## src/rtl/step_rate_ticker.sv

```systemverilog
// Count-enable source for the hex-display counter: divided-clock ticks when running, one tick per debounced press when paused.
// Latency: tick registered one edge after the divider reaches zero; step tick DEBOUNCE_CYCLES+2 edges after first key sample.
// Backpressure: none; tick is a fire-and-forget single-cycle pulse.
//
// Ports:
//   clk      - system clock, all state on rising edge
//   reset    - synchronous active-high reset
//   run      - 1 = free-running divider, 0 = paused / single-step
//   rate_sel - 00 every cycle, 01 1 Hz, 10 0.5 Hz, 11 0.25 Hz
//   step_n   - raw asynchronous push-button, active-low
//   tick     - registered one-cycle enable pulse
//   running  - registered copy of run
module step_rate_ticker #(
  parameter int CLK_HZ          = 50000000,
  parameter int DEBOUNCE_CYCLES = 500000,
  parameter int CNT_W           = 28,
  parameter int DB_W            = 19
) (
  input  logic       clk,
  input  logic       reset,
  input  logic       run,
  input  logic [1:0] rate_sel,
  input  logic       step_n,
  output logic       tick,
  output logic       running
);

  localparam logic [DB_W-1:0] DB_LAST = DB_W'(DEBOUNCE_CYCLES - 1);

  // Count value loaded at the start of each period; period is reload+1 edges.
  function automatic logic [CNT_W-1:0] reload(input logic [1:0] sel);
    logic [CNT_W-1:0] r;
    case (sel)
      2'b00:   r = '0;
      2'b01:   r = CNT_W'(CLK_HZ - 1);
      2'b10:   r = CNT_W'(2 * CLK_HZ - 1);
      default: r = CNT_W'(4 * CLK_HZ - 1);
    endcase
    return r;
  endfunction

  // Divider state
  logic [CNT_W-1:0] cnt_q, cnt_d;
  logic [1:0]       rate_q, rate_d;
  logic             div_tick;

  // Key path state
  logic             s1_q, s2_q;
  logic             db_lvl_q, db_lvl_d;   // debounced key level
  logic             db_dly_q;             // debounced level one edge ago
  logic [DB_W-1:0]  dbcnt_q, dbcnt_d;
  logic             press;

  // Output registers
  logic             tick_q, tick_d;
  logic             running_q;

  // Divider next state. A rate change restarts the period even while running,
  // and pausing pins the count at full period so resuming starts fresh.
  always_comb begin
    cnt_d    = cnt_q;
    rate_d   = rate_q;
    div_tick = 1'b0;
    if (rate_sel != rate_q) begin
      cnt_d  = reload(rate_sel);
      rate_d = rate_sel;
    end else if (!run) begin
      cnt_d = reload(rate_sel);
    end else if (cnt_q == '0) begin
      div_tick = 1'b1;
      cnt_d    = reload(rate_sel);
    end else begin
      cnt_d = cnt_q - CNT_W'(1);
    end
  end

  // Debounce: level only changes after DEBOUNCE_CYCLES consecutive
  // disagreeing samples; any agreeing sample clears the run.
  always_comb begin
    dbcnt_d  = dbcnt_q;
    db_lvl_d = db_lvl_q;
    if (s2_q == db_lvl_q) begin
      dbcnt_d = '0;
    end else if (dbcnt_q == DB_LAST) begin
      db_lvl_d = s2_q;
      dbcnt_d  = '0;
    end else begin
      dbcnt_d = dbcnt_q + DB_W'(1);
    end
  end

  // Press is the falling edge of the debounced level; releases never tick.
  assign press  = db_dly_q & ~db_lvl_q;
  // Presses during run are dropped, not queued.
  assign tick_d = (run & div_tick) | (~run & press);

  always_ff @(posedge clk) begin
    if (reset) begin
      cnt_q     <= reload(rate_sel);
      rate_q    <= rate_sel;
      s1_q      <= 1'b1;
      s2_q      <= 1'b1;
      db_lvl_q  <= 1'b1;
      db_dly_q  <= 1'b1;
      dbcnt_q   <= '0;
      tick_q    <= 1'b0;
      running_q <= 1'b0;
    end else begin
      cnt_q     <= cnt_d;
      rate_q    <= rate_d;
      s1_q      <= step_n;
      s2_q      <= s1_q;
      db_lvl_q  <= db_lvl_d;
      db_dly_q  <= db_lvl_q;
      dbcnt_q   <= dbcnt_d;
      tick_q    <= tick_d;
      running_q <= run;
    end
  end

  assign tick    = tick_q;
  assign running = running_q;

endmodule
```

## config.mk

```make
export PLATFORM = sky130hd
export DESIGN_NAME = step_rate_ticker
export DESIGN_NICKNAME = d
export VERILOG_FILES = /design/src/rtl/step_rate_ticker.sv
export SDC_FILE = /design/constraint.sdc
export NUM_CORES = 1
export LEC_CHECK = 0
export CORE_MARGIN = 1.5
export CORE_UTILIZATION = 65
export CTS_CLUSTER_DIAMETER = 120
export DETAILED_ROUTE_END_ITERATION = 12
export GPL_TIMING_DRIVEN = 0
export PLACE_DENSITY = 0.83
export SLEW_MARGIN = 20
export SYNTH_ARGS = -nofsm -noshare
export SYNTH_HDL_FRONTEND = slang
export SYNTH_SLANG_ARGS = --single-unit
```

## constraint.sdc

```tcl
create_clock -name clk -period 5.2 [get_ports clk]
set_input_delay 1.04 -clock clk [delete_from_list [all_inputs] [get_ports clk]]
set_output_delay 1.04 -clock clk [all_outputs]
set_load 0.02 [all_outputs]
```

Yosys cells after proc, flatten, opt, wreduce, memory -nomap -nowiden
Cells that the tools add are included.

word-level totals
  flip-flop bits (word level) = 55
  bits of input ports = 6

cells by class
  $add $sub $neg = 2
  equality and inequality tests = 5
  mux-type cells = 10
  bitwise logic cells = 7
  reductions and logical operators = 5

operators by type and width
  operator               count
  $mux 28                4
  $pmux 28 s3            1
  $logic_not 28->1       1
  $sub 28x1->28 const B  1
  $add 19x1->19 const B  1
  $eq 19x19->1 const B   1
  $mux 2                 2
  $and 1x1->1            3
  $mux 1                 3
  $not 1->1              3
  $reduce_or 3->1        1
  $eq 2x1->1 const B     1
  $eq 2x2->1 const B     1
  $logic_not 2->1        1
  $ne 2x2->1             1
  $reduce_and 2->1       1
  $reduce_bool 2->1      1
  $eq 1x1->1             1
  $or 1x1->1             1

Logic depth before layout (Yosys ltp)
Gate-level depths: netlist (run 1).

  depth in word-level cells = 6
  depth in mapped cells = 8
  gate-level depth less buffers = 6

Least setup slack after synthesis (run 1)
OpenSTA, ideal clock, no wires.

  path type = input -> register
  start point = input rate_sel[1]
  end point = register cnt_q[3]
  library setup time = 0.128 ns
  arrival time = 2.270 ns
  data required time = 5.072 ns
  path slack = 2.801 ns
  stages = 8
  buffers on the path = 3
  path through = xor2_1 -> nor3_1 -> and2_1 -> clkbuf_1 -> and2_1 -> buf_6 -> buf_12 -> a31oi_2

on the way
  word-level cells in the longest chain between the ends = 6
  elaborated cells on any way between the ends = 9
  those cells by class = 3 x eq/ne; 5 x mux; 1 x reduce/logical

ends and longest elaborated chain
  element                                   line  text
  start: declaration                        22    input logic [1:0] rate_sel,
  $eq 2x2->1, or another cell as far along  33    case (sel)
  $pmux 28 s3                               33
  $mux 28                                   69    end else if (cnt_q == '0) begin
  $mux 28                                   67    end else if (!run) begin
  $mux 28                                   64    if (rate_sel != rate_q) begin
  $mux 28 (*)                               98    if (reset) begin
  end signal: assignment                    99    cnt_q <= reload(rate_sel);
  end signal: assignment                    109   cnt_q <= cnt_d;
  end: declaration                          43    logic [CNT_W-1:0] cnt_q, cnt_d;

Every way passes the cells marked *; elsewhere a longest branch is shown, timed or not.
A chain may end at the register's enable or synchronous reset.

Final worst setup path (run 1)
  start point = input rate_sel[1]
  end point = register cnt_q[13]

The elaborated chain is that of the path after synthesis.

==> flow_summary.ini, run 1 <==
[synth]
yosysTopAreaCell = dfxtp_1
synth_seq_cells = 55
synth_area_per_cell_um2 = 9.58
yosysTopAreaCellShare = 0.409
async_flop_share = 0
syn_area_mm2 = 0.00259
yosysWarnings = 0
ys_top_cells_by_area = dfxtp_1 41%, xor2_1 7.8%, xnor2_1 7.1%, nor2_1 5.5%, a21oi_2 4.1%
postSynthCellCount = 271
ys.flop_type = dfxtp_1
syn_nets = 284
synth.distinct_cells = 46
synth-seq-area-share = 0.432
synth-edff-count = 2

[finish]
syn_to_final_growth_pct = 8.39
final_common_cell = dfxtp_1
nFillCells = 280
diodes = 0
top_regs = cnt_q (28), dbcnt_q (19), rate_q (2)
final_cell_mix = 53 x dfxtp_1, 38 x nor2_1, 23 x xor2_1
finish.utilization = 0.751
drive_above_1_share = 0.126
top_register = cnt_q
largest_reg_flops = 28
final_nets = 298

[critical_path]
worstSetupPathType = in -> reg
worst_setup_path_start_kind = input port
required_ns = 5.39
worstReg2RegEnd = dbcnt_q[2]
critPathCapture = cnt_q[13]
end_kind = flop
r2r_slack_ns = 2.88
worst-path-max-fanout = 10
crit_start = rate_sel[1]
ff2ff_path_depth = 7
critPathArrivalTime_ns = 3.05
timing.rr.start = dbcnt_q[0]

[sta]
fin_crit_ns = 2.86
skew_ns = 0.0119
worst_pin_slew_ns = 0.706
max_slew_margin = 0.525
tns_ns = 0
setup_ws_ns = 2.34
rsz0062_at_grt = false
setup_viol = 0
max_freq_ghz = 0.350
hold_viol = 0
maxSlewViolCount = 0
finalCritPeriodShare = 0.549

[pwr]
power.density_mw_per_mm2 = 275
power_leakage_nw = 0.962
peakVddDrop_mv = 0.183
p_total_w = 0.000773

[global_route]
grt_max_degree = 18
grt_pass1_vias = 1903
grt_pass1_wl_mm = 8.25
antenna_found_initial = 0
grt_remaining_overflow = 0
track_usage = 0.246

[routing]
ant_nets = 0
drt-initial-drc-count = 105
avgViaCountPerCell = 5.68
num_vias = 1897
dr.pass1.iters = 4
remaining_drc_errors = 0
totalWireLength_mm = 4.59
wl_per_cell_um = 13.7

[placement]
port_buffers = 7
gp_congestion = 0.804
hpwl_mm = 3.35
dp_slack_ns = 2.04

[cts]
htreeDepth = 2
clk_pin_slew_ns = 0.09
cts_resized = 0
root_buffer = clkbuf_8
ctsLongestPathBuffers = 2
numCtsBuffers = 5
clock_latency_ns = 0.31
cts_tree = built
post_cts_buffers = 0
clock-sinks = 55
cts_hold_buf = 0

[die]
io-pin-count = 8
die_h_um = 66.2
start_util = 0.693
core_area_mm2 = 0.00374
fp.dieW_um = 66.2
die_area_mm2 = 0.00438
row_count = 22

[status]
status = complete, no violations

[flow_run]
cap_violations = 0

[worst_hold_path]
hold_path_class = reg -> reg
## routing by layer
metal,up-vias,GRT usage,part of all wire
met5,-,0,0
met2,38,0.404,0.47
met4,0,0.0969,0.019
li1,964,-,-
met1,884,0.306,0.47
met3,11,0.0647,0.043
## logic make-up (layout without fill, tap and decap cells)
family | after synthesis | in the layout | share of synthesized area
mux | 3 | 3 | 0.0116
xor+xnor | 44 | 44 | 0.149
compound gates | 31 | 31 | 0.0921
flops | 55 | 55 | 0.432
fa+ha+maj | 7 | 7 | 0.0337
buf+inv | 17 | 32 | 0.0395
simple gates | 114 | 114 | 0.243
## how the worst min path moves through the flow
| stage | startpoint | to | slack, ns | depth (start not counted) |
|---|---|---|---|---|
| 2_1_floorplan | s1_q | s2_q | 0.39 | 1 |
| 3_3_place_gp | s1_q | s2_q | 0.40 | 1 |
| 3_5_place_dp | s1_q | s2_q | 0.40 | 1 |
| 4_1_cts | s1_q | s2_q | 0.42 | 1 |
| 5_1_grt | s1_q | s2_q | 0.47 | 1 |
| 6_report | s1_q | s2_q | 0.43 | 1 |
## cells in the mapped netlist (all sizes together), types with 4 or more instances
cell type	n
xor2	23
ha	7
nand4	8
xnor2	21
buf	4
dfxtp	53
nor2	38
inv	8
clkbuf	5
and3	4
nor4	5
or4	4
nand3	15
nor3	11
nand2	11
a21oi	22
## area by class of cell
class,instances,area [um^2],area share
flip-flops and latches,55,1120,0.399
multi-input cells,199,1370,0.488
clock inverters,3,18.8,0.00667
plain buffers,9,72.6,0.0258
clock buffers,5,68.8,0.0245
well taps,48,60.1,0.0214
inverters,8,30.0,0.0107
repair buffers,7,70.1,0.0249
## worst max-delay path: stages
cell and delay (ns):
clkdlybuf4s50_1 0.53, xor2_1 0.21, nor3_1 0.28, and2_1 0.17
clkbuf_1 0.25, and2_1 0.19, buf_6 0.15, buf_8 0.16
a21oi_1 0.07
## power breakdown
part	leakage (nW)	total (W)	internal, W	switching, W
sequential	0.457	0.000465	0.000445	0.0000205
combinational	0.461	0.0000756	0.0000355	0.0000401
clock	0.0445	0.000232	0.0000943	0.000138
total	0.962	0.000773	0.000575	0.000199
## stage by stage
stage | area (um^2) | cells | hold WS, ns
global route | 2810 | 334 | 0.471
finish | 2810 | 334 | 0.434
detailed placement | 2730 | 326 | 0.401
CTS | 2810 | 334 | 0.425
global placement | 2730 | 326 | 0.402
floorplan | 2590 | 271 | 0.389
Power figures use the tool's default switching activity.
==> run 2: changes to the inputs <==
CORE_UTILIZATION = 54   (was 65)
PLACE_DENSITY = 0.73   (was 0.83)
clock period = 2.45 ns   (was 5.2 ns; I/O delays follow)
==> run 2 against run 1 <==
  * Register-to-register slack got worse by 2.7 ns
  * Sequential power is 110% higher
  * Power grew 120%
  * Critical path depth fell by 4
  * Via count is 2.0% lower
  * Non-clock buffer count shrank 2
  * Combinational power rose by 110%
  * Routed wire length shrank 3.4%
  * Clock power grew 140%
  * Clock skew is 0.0024 ns higher
  * Cell area up 0.58%
  * Hold slack gained 0.021 ns
  * Largest cell class unchanged
  * Largest power group unchanged
==> flow_summary.ini, run 2 (same netlist as run 1, synthesis figures left out) <==
[status]
status = complete, no violations

[finish]
finish.utilization = 0.607
top_regs = cnt_q (28), dbcnt_q (19), rate_q (2)
largest_reg_flops = 28
syn_to_final_growth_pct = 9.02
stdcell_count = 338
final_nets = 296
top_register = cnt_q
final_cell_mix = 53 x dfxtp_1, 38 x nor2_1, 23 x xor2_1
drive_above_1_share = 0.130
final_common_cell = dfxtp_1
nFillCells = 399
diodes = 0

[sta]
worst_pin_slew_ns = 0.667
setup_ws_ns = 0.169
finalCritPeriodShare = 0.931
rsz0062_at_grt = false
max_slew_margin = 0.552
hold_viol = 0
setup_viol = 0
max_freq_ghz = 0.438
fin_hold_ws_ns = 0.455
maxSlewViolCount = 0
fin_crit_ns = 2.28
skew_ns = 0.0143

[die]
core_area_mm2 = 0.00466
io-pin-count = 8
start_util = 0.557
die_area_mm2 = 0.00523
fp.dieW_um = 72.3
row_count = 25
die_h_um = 72.3

[placement]
hpwl_mm = 3.17
dp_slack_ns = -0.178
port_buffers = 7
gp_congestion = 0.843
dp.cells = 332

[pwr]
peakVddDrop_mv = 0.413
p_int_w = 0.00126
power_leakage_nw = 0.971
power.density_mw_per_mm2 = 601
p_seq_frac = 0.581
pwr-share-comb = 0.091
netSwitchingFraction = 0.260
clock_power_share = 0.328
power.net_switching_w = 0.000441

[global_route]
grt_pass1_wl_mm = 7.85
grt_use_met1 = 0.258
grt_remaining_overflow = 0
track_usage = 0.194
use_met2 = 0.297
use_met3 = 0.0653
grt_pass1_vias = 1767
antenna_found_initial = 0
grt_max_degree = 19
busiest_layer = met2

[critical_path]
end_kind = flop
required_ns = 2.64
worst-path-max-fanout = 8
crit_start = cnt_q[18]
worst_setup_path_start_kind = flop
worstSetupPathType = reg -> reg
timing.rr.start = cnt_q[18]
critPathArrivalTime_ns = 2.47

[cts]
numCtsBuffers = 5
clock_latency_ns = 0.32
ctsLongestPathBuffers = 2
clk_pin_slew_ns = 0.11
cts_tree = built
root_buffer = clkbuf_8
htreeDepth = 2
clock-sinks = 55

[routing]
totalWireLength_mm = 4.44
drt-initial-drc-count = 70
avgViaCountPerCell = 5.50
ant_nets = 0
dr.pass1.iters = 4
wl_per_cell_um = 13.1
remaining_drc_errors = 0
num_vias = 1860

[worst_hold_path]
hp-start = s1_q
hold_path_class = reg -> reg

[flow_run]
cap_violations = 0
-- run 2: timing repair --
action / in CTS / in global routing
buffers inserted: 0 / 0
hold endpoints to repair: 0 / 0
hold buffers: 0 / 0
setup endpoints to repair: 0 / 14
gates resized for setup: 0 / 2
-- run 2: worst max-delay path, cell delays in order, from the launching register on --
cell and delay, ns:
dfxtp_1 0.36, or4_4 0.58, nor4_4 0.31, nand4_4 0.22, a21oi_1 0.52, a22oi_1 0.17
-- run 2: power groups by stage --
stage          registers [W]  clock network [W]  logic (W)
2_1_floorplan        0.00100                  0   0.000120
3_3_place_gp         0.00101                  0   0.000153
3_5_place_dp         0.00101                  0   0.000156
4_1_cts             0.000986           0.000568   0.000157
5_1_grt             0.000993           0.000609   0.000174
6_report            0.000986           0.000558   0.000155
-- run 2: worst paths after layout --
check         endpoint  slack, ns  depth (start not counted)
min               s2_q       0.45                          1
max          cnt_q[16]       0.17                          5
min reg2reg       s2_q       0.45                          1
max reg2reg  cnt_q[16]       0.17                          5
-- run 2: per-layer routing --
metal  wire length [um]  vias to the layer above  part of all wire
met4                 58                        0             0.013
met5                  0                        -                 0
met1               2280                      865              0.51
li1                   -                      961                 -
met3                186                        7             0.042
met2               1910                       27              0.43
-- run 2: per-stage QoR --
| step | area [um^2] | TNS (ns) | total power [W] |
|---|---|---|---|
| finish | 2830 | 0 | 0.00170 |
| global route | 2830 | 0 | 0.00178 |
| CTS | 2840 | 0 | 0.00171 |
| detailed placement | 2730 | -3.37 | 0.00116 |
| global placement | 2730 | -3.77 | 0.00116 |
| floorplan | 2590 | 0 | 0.00112 |
-- run 2: area by class of cell --
cell class | instances | area (um^2) | area share
multi-input combinational | 199 | 1370 | 0.485
sequential | 55 | 1120 | 0.396
clock buffer | 6 | 82.6 | 0.0292
timing repair buffer | 7 | 70.1 | 0.0248
tap | 54 | 67.6 | 0.0239
buffer | 7 | 66.3 | 0.0234
inverter | 8 | 30.0 | 0.0106
clock inverter | 2 | 20.0 | 0.00708
==> run 3: changes to the inputs <==
CAP_MARGIN = 20   (was default)
==> results of run 3 <==
No change in the layout: final DEF, timing and power equal those of run 2.
